### config.mk
export PLATFORM = sky130hd
export DESIGN_NAME = traffic_ctrl
export DESIGN_NICKNAME = d
export VERILOG_FILES = /design/src/rtl/traffic_ctrl.sv
export SDC_FILE = /design/constraint.sdc
export NUM_CORES = 1
export LEC_CHECK = 0
export CAP_MARGIN = 30
export CORE_MARGIN = 4
export CORE_UTILIZATION = 46
export DETAILED_ROUTE_END_ITERATION = 8
export PLACE_DENSITY = 0.7
export SETUP_SLACK_MARGIN = 0.05
export SLEW_MARGIN = 20
export SYNTH_ARGS = -nofsm -noshare
export SYNTH_HDL_FRONTEND = slang
export SYNTH_SLANG_ARGS = --single-unit
### constraint.sdc
create_clock -name clk -period 2.4 [get_ports clk]
set_clock_uncertainty 0.15 [all_clocks]
set_input_delay 0.36 -clock clk [delete_from_list [all_inputs] [get_ports clk]]
set_output_delay 0.36 -clock clk [all_outputs]
set_load 0.005 [all_outputs]
### src/rtl/traffic_ctrl.sv
// -----------------------------------------------------------------------------
// traffic_ctrl -- two-road intersection controller with pedestrian crossing.
//
// Main road rests in green. It yields to the side road only when the main-road
// minimum green has expired and either a side-road vehicle is present or a
// pedestrian request is pending. The pedestrian walk phase runs alongside the
// side-road green. Each phase lasts a fixed number of cycles, set by a
// parameter.
//
// Parameters
//   MIN_GREEN   minimum main-road green, cycles (1..255)
//   SIDE_GREEN  side-road green, cycles (1..255)
//   YEL         yellow for either road, cycles (1..255)
//   ALLRED      all-red clearance, cycles (1..255)
//
// Ports
//   clk       in   clock, rising-edge active
//   rst       in   asynchronous reset, active-low
//   side_car  in   side-road vehicle sensor (level)
//   ped_req   in   pedestrian request (pulse of one or more cycles)
//   main_lt   out  main-road lamps {R,Y,G}, one-hot
//   side_lt   out  side-road lamps {R,Y,G}, one-hot
//   ped_walk  out  walk indication (high for the whole side-road green)
//   ped_pend  out  pedestrian request latched, not yet served
//   phase     out  current state code, for debug
// -----------------------------------------------------------------------------
module traffic_ctrl #(
  parameter int MIN_GREEN  = 8,
  parameter int SIDE_GREEN = 6,
  parameter int YEL        = 3,
  parameter int ALLRED     = 1
) (
  input  logic       clk,
  input  logic       rst,
  input  logic       side_car,
  input  logic       ped_req,
  output logic [2:0] main_lt,
  output logic [2:0] side_lt,
  output logic       ped_walk,
  output logic       ped_pend,
  output logic [2:0] phase
);

  // Phase codes are visible on the debug port and must not be re-encoded.
  typedef enum logic [2:0] {
    MG  = 3'd0,
    MY  = 3'd1,
    AR1 = 3'd2,
    SG  = 3'd3,
    SY  = 3'd4,
    AR2 = 3'd5
  } state_t;

  // Lamp patterns, bit order {R,Y,G}.
  localparam logic [2:0] LAMP_R = 3'b100;
  localparam logic [2:0] LAMP_Y = 3'b010;
  localparam logic [2:0] LAMP_G = 3'b001;

  // The counter holds (duration - 1) on entry and counts down to zero, so a
  // phase of duration N occupies exactly N cycles.
  localparam logic [7:0] LOAD_MG   = 8'(MIN_GREEN - 1);
  localparam logic [7:0] LOAD_SG   = 8'(SIDE_GREEN - 1);
  localparam logic [7:0] LOAD_YEL  = 8'(YEL - 1);
  localparam logic [7:0] LOAD_AR   = 8'(ALLRED - 1);

  state_t     state_reg, state_next;
  logic [7:0] cnt_reg,   cnt_next;
  logic       pend_reg,  pend_next;

  // ---------------------------------------------------------------------------
  // State register. Reset is treated as an entry into main green.
  // ---------------------------------------------------------------------------
  always_ff @(posedge clk or negedge rst) begin
    if (!rst) begin
      state_reg <= MG;
      cnt_reg   <= LOAD_MG;
      pend_reg  <= 1'b0;
    end else begin
      state_reg <= state_next;
      cnt_reg   <= cnt_next;
      pend_reg  <= pend_next;
    end
  end

  // ---------------------------------------------------------------------------
  // Next-state logic. While the counter is running the state is frozen; the
  // only conditional exit is from main green, which otherwise parks with the
  // counter held at zero so a later request is served on the very edge it is
  // seen.
  // ---------------------------------------------------------------------------
  always_comb begin
    state_next = state_reg;
    cnt_next   = cnt_reg;

    case (state_reg)
      MG: begin
        if (cnt_reg != 8'd0) begin
          cnt_next = cnt_reg - 8'd1;
        end else if (side_car || pend_reg) begin
          state_next = MY;
          cnt_next   = LOAD_YEL;
        end
      end
      MY: begin
        if (cnt_reg != 8'd0) begin
          cnt_next = cnt_reg - 8'd1;
        end else begin
          state_next = AR1;
          cnt_next   = LOAD_AR;
        end
      end
      AR1: begin
        if (cnt_reg != 8'd0) begin
          cnt_next = cnt_reg - 8'd1;
        end else begin
          state_next = SG;
          cnt_next   = LOAD_SG;
        end
      end
      SG: begin
        // Fixed length: side_car is deliberately ignored here.
        if (cnt_reg != 8'd0) begin
          cnt_next = cnt_reg - 8'd1;
        end else begin
          state_next = SY;
          cnt_next   = LOAD_YEL;
        end
      end
      SY: begin
        if (cnt_reg != 8'd0) begin
          cnt_next = cnt_reg - 8'd1;
        end else begin
          state_next = AR2;
          cnt_next   = LOAD_AR;
        end
      end
      AR2: begin
        if (cnt_reg != 8'd0) begin
          cnt_next = cnt_reg - 8'd1;
        end else begin
          state_next = MG;
          cnt_next   = LOAD_MG;
        end
      end
      default: begin
        // Unused codes (upset or glitch) fall back to a full main green.
        state_next = MG;
        cnt_next   = LOAD_MG;
      end
    endcase
  end

  // ---------------------------------------------------------------------------
  // Pedestrian latch. A request is held until the walk phase starts. The
  // entry into side green serves it, and that clear beats a request arriving
  // on the same edge, because the walker is being served right then.
  // ---------------------------------------------------------------------------
  always_comb begin
    pend_next = pend_reg | ped_req;
    if ((state_next == SG) && (state_reg != SG)) begin
      pend_next = 1'b0;
    end
  end

  // ---------------------------------------------------------------------------
  // Moore outputs, decoded from the state register only. Anything not
  // explicitly a go/caution phase shows red on both roads.
  // ---------------------------------------------------------------------------
  always_comb begin
    main_lt  = LAMP_R;
    side_lt  = LAMP_R;
    ped_walk = 1'b0;
    case (state_reg)
      MG: main_lt = LAMP_G;
      MY: main_lt = LAMP_Y;
      SG: begin
        side_lt  = LAMP_G;
        ped_walk = 1'b1;
      end
      SY: side_lt = LAMP_Y;
      default: begin
        main_lt  = LAMP_R;
        side_lt  = LAMP_R;
        ped_walk = 1'b0;
      end
    endcase
  end

  assign ped_pend = pend_reg;
  assign phase    = state_reg;

endmodule

# Word level (Yosys, flattened, before mapping)
# Cells that the tools add are included.
# W data, S select, Z words.
[totals]
memories = 0
rom_bits = 0
mem_bits_rw = 0
latch_bits = 0
reg_bits = 12
input_bits = 4
wordCells = 37
[classes]
reduce_logical = 5
order_cmp = 0
bitwise = 1
shift = 0
muxes = 19
multipliers = 0
addsub = 1
n_div = 0
n_eq_ne = 8
[op_table]
columns = ["operator", "n"]
rows = [
  ["$mux W8", 6],
  ["$pmux W8 S5", 1],
  ["$mux W3", 7],
  ["$pmux W3 S6", 1],
  ["$pmux W3 S2", 2],
  ["$eq A3 B2 Y1 const B", 3],
  ["$reduce_bool A8 Y1", 1],
  ["$sub A8 B1 Y8 const B", 1],
  ["$eq A3 B3 Y1 const B", 2],
  ["$eq A3 B1 Y1 const B", 1],
  ["$logic_not A3 Y1", 1],
  ["$ne A3 B2 Y1 const B", 1],
  ["$ne A3 B3 Y1 const B", 1],
  ["$mux W1", 2],
  ["$reduce_or A2 Y1", 1],
  ["$logic_and A1 B1 Y1", 1],
  ["$logic_or A1 B1 Y1", 1],
  ["$or A1 B1 Y1", 1],
]

# Depth between registers and ports, before layout
# Gate-level depths: netlist of run 1.
[depth]
depth_word = 7
mapped_depth = 5

# Least setup slack after synthesis of run 1
# No wires, ideal clock.
[synth_timing]
kind = "reg-to-reg"
startpoint = "reg cnt_reg[3]"
endpoint = "reg cnt_reg[6]"
setup_ps = 78
t_arrival_ps = 1610
setup_slack_ps = 563
path_stages_with_launch = 5
t_required_ps = 2172
synth_period_minus_slack_ps = 1837
path_buffers = 1
cell_sequence = "dfrtp_1 > or4_1 > buf_2 > or4_1 > a21boi_1"
[synth_via]
elab_chain_len = 3
word_cells_on_any_way = 9
classes_between = "add/sub (1); eq/ne (1); mux (6); reduce/logical (1)"
[synth_lines]
columns = ["item", "line_no", "source"]
rows = [
  ["from (decl)", "67", "logic [7:0] cnt_reg, cnt_next;"],
  ["from (signal assigned)", "80", "cnt_reg <= cnt_next;"],
  ["$sub A8 B1 Y8 / $reduce_bool A8 Y1 (equally long branches)", "--", ""],
  ["$mux W8, on equally long branches", "--", ""],
  ["$pmux W8 S5", "95", "case (state_reg)"],
]
# Parallel ways exist; a longest one is shown, timed or not.
# A chain may end at the register's enable or synchronous reset.

# Final worst setup path of run 1
[layout_timing]
startpoint = "reg state_reg[1] (netlist: phase[1])"
endpoint = "out main_lt[1]"
[layout_via]
elab_chain_len = 2
word_cells_on_any_way = 3
classes_between = "eq/ne (1); mux (1); reduce/logical (1)"
[layout_lines]
columns = ["item", "line_no", "source"]
rows = [
  ["from (decl)", "66", "state_t state_reg, state_next;"],
  ["from (signal assigned)", "79", "state_reg <= state_next;"],
  ["$eq A3 B1 Y1 / $logic_not A3 Y1 (equally long branches)", "173", "case (state_reg)"],
  ["$pmux W3 S2 *", "173", ""],
  ["to (decl)", "37", "output logic [2:0] main_lt,"],
]
# Mark *: on every way between the ends. The rest lies on a longest branch, timed or not.

==> results of run 1 <==
[through the flow]
step / setup slack [ns] / util (%) / area [sq um] / instances
after floorplan: 0.563 / - / 706 / 74
after global placement: 0.438 / 62.4 / 852 / 100
after detailed placement: 0.423 / 62.4 / 852 / 100
after CTS: 0.160 / 64.3 / 878 / 104
after global routing: 0.0580 / 64.4 / 880 / 104
final: 0.177 / 64.4 / 880 / 104
[worst paths after layout]
path | to | slack (ns) | cells after the start
worst min register to register | cnt_reg[7] | 0.44 | 2
worst max register to register | phase[2] | 0.43 | 3
min in group clk | cnt_reg[7] | 0.44 | 2
worst max-delay path | main_lt[1] | 0.18 | 3
worst min-delay path | cnt_reg[4] | 0.29 | 1
max in group asynchronous | phase[2] | 1.42 | 1
[cell type report]
cell class	instances	area, sq um
Fill cell	123	487
Timing Repair Buffer	14	140
Sequential cell	12	305
Multi-Input combinational cell	55	374
Clock buffer	4	26.3
Inverter	4	15.0
Tap cell	15	18.8
[metal layers]
metal / vias to the layer above / part of all wire [%] / wire length [microns] / GRT usage, %
met3: 2 / 4.6 / 74 / 3.83
met2: 17 / 46 / 732 / 27.1
met5: - / 0 / 0 / 0
li1: 314 / - / - / -
met1: 309 / 48 / 771 / 23.4
met4: 0 / 0.94 / 15 / 9.39
[cell usage after synthesis, types with 2 or more instances]
library cell,n
o31ai_1,2
mux2i_1,2
dfstp_2,3
nor4b_1,2
nor3_1,3
nor2_1,6
dfrtp_1,9
nand2b_1,2
or3_1,2
or4_1,4
o21ai_0,6
ha_1,2
nand2_1,2
nand4_1,3
a21oi_1,2
inv_1,4
clkbuf_1,2
[cell families (layout without fill, tap and decap cells)]
| kind of cell | Yosys count | after routing | share of synthesized area [%] |
|---|---|---|---|
| AND/OR/NAND/NOR | 29 | 29 | 24.5 |
| AO/OA/AOI/OAI | 19 | 19 | 18.3 |
| flip-flops | 12 | 12 | 43.1 |
| buffers and inverters | 7 | 22 | 3.90 |
| adder cells (fa/ha/maj) | 3 | 3 | 4.96 |
| XOR/XNOR | 2 | 2 | 2.48 |
| multiplexers | 2 | 2 | 2.84 |
[power by group through the flow]
stage,clock [mW],sequential [mW],combinational (mW)
2_1_floorplan,0,0.398,0.328
3_3_place_gp,0,0.447,0.494
3_5_place_dp,0,0.448,0.494
4_1_cts,0.131,0.443,0.498
5_1_grt,0.142,0.470,0.559
6_report,0.128,0.446,0.496
==> results.yml, run 1 <==
logic_synthesis:
  synth_top_area_cell: "dfrtp_1"
  synthFlopType: "dfrtp_1"
  synth.area.top_cells: "dfrtp_1 32%, dfstp_2 11%, o21ai_0 4.3%, or4_1 4.3%, ha_1 3.5%"
  yosysSeqAreaShare_pct: 43.1
  synth_area_sq_um: 706
  synth_edf_count: 0
  synth_cell_type_count: 35
  yosys_warnings: 0
  synthCells: 74
  ys_seq_elements: 12
  synth_nets: 80
  synth-async-reset-ratio_pct: 100
  synth_top_cell_area_share_pct: 31.9
  syn_area_per_cell_sq_um: 9.54
clocking:
  cts_sinks: 12
  cts_resized: 0
  post_cts_buffers: 0
  clkTransAtPathRegs_ns: 0.08
  htreeDepth: 1
  clockBufferDepth: 2
  postCtsHoldBufs: 0
  numCtsBuffers: 3
  cts_tree: "yes"
  clock_latency_ns: 0.27
  cts-root-buf: "clkbuf_4"
global_route:
  grtUsageTotal_pct: 17.8
  grt_pass1_wl_microns: 2750
  gr-total-overflow: 0
  grt_max_degree: 13
  antenna_found_initial: 0
  grt_pass1_vias: 600
sta:
  fmax_mhz: 450
  slew_headroom_pct: 57.0
  finalMaxSlewViolations: 0
  whs_ns: 0.291
  setup_tns_ns: 0
  tightest_slew_ns: 0.639
  finalSetupViolations: 0
  fin_crit_sh_pct: 92.6
  fin_crit_ns: 2.22
  rsz0062_at_grt: "no"
  hold_viol_final: 0
floorplanning:
  start_util_pct: 51.6
  fp.dieW_microns: 47.2
  ios: 15
  rows: 13
  dieArea_sq_um: 2220
  core_sq_um: 1370
  die_h_microns: 47.2
drt:
  ant_nets: 0
  drc: 0
  dr.pass1.iters: 4
  vias: 642
  drt_wl_total_microns: 1590
  viasPerCell: 6.17
  dr.first_iter.drc_count: 17
  wl_per_cell_microns: 15.3
final_layout:
  antennaDiodeCount: 0
  nNetsFinal: 96
  mostFrequentLayoutCells: "14 x clkdlybuf4s50_1, 8 x dfrtp_1, 6 x nor2_1, 6 x o21ai_0"
  drive_above_1_share_pct: 11.2
  area_growth_pct: 24.6
  largest_reg_flops: 8
  mostFrequentLayoutCell: "clkdlybuf4s50_1"
place:
  portBuffers: 14
  gp_congestion: 0.810
  dpl.hpwl_microns: 1200
pwr:
  p_leak_nw: 0.319
  sequentialPowerShare_pct: 41.7
  power.clock.fraction_pct: 12.0
  power.density_nw_per_um2: 1220
  totalPowerFinal_mw: 1.07
  p_sw_share_pct: 40.2
  p_sw_mw: 0.430
  p_int_mw: 0.640
  p_comb_share_pct: 46.3
  irDropWorstVdd_mv: 0.686
critical_path:
  critPathTopFamily: "buffers and inverters"
  rr_startpoint: "cnt_reg[3]"
  endpoint_kind: "output pin"
  crit_buf_inv: 1
  cp_max_fo: 10
  startpoint: "phase[1]"
  required_ns: 1.89
  max_stage_delay_ns: 0.51
  path_class: "flop to output pin"
  crit_arrival_ns: 1.71
  slowest_stage: "clkdlybuf4s50_1"
  cp_cell_sequence: "or2_2, nor2_1, clkdlybuf4s50_1"
  start_kind: "flop"
min_path:
  min_path_type: "primary input to asynchronous set/reset pin"
run_status:
  status: "completed"
flow_run:
  maxCapViolCount: 0
Power figures use the tool's default switching activity.
==> run 2, diff against run 1 <==
--- a/config.mk
+++ b/config.mk
@@ -8,6 +8,7 @@
 export CAP_MARGIN = 30
 export CORE_MARGIN = 4
 export CORE_UTILIZATION = 46
+export CTS_CLUSTER_SIZE = 8
 export DETAILED_ROUTE_END_ITERATION = 8
 export PLACE_DENSITY = 0.7
 export SETUP_SLACK_MARGIN = 0.05
==> results of run 2 <==
Final layout, timing and power as in run 1 (identical DEF).
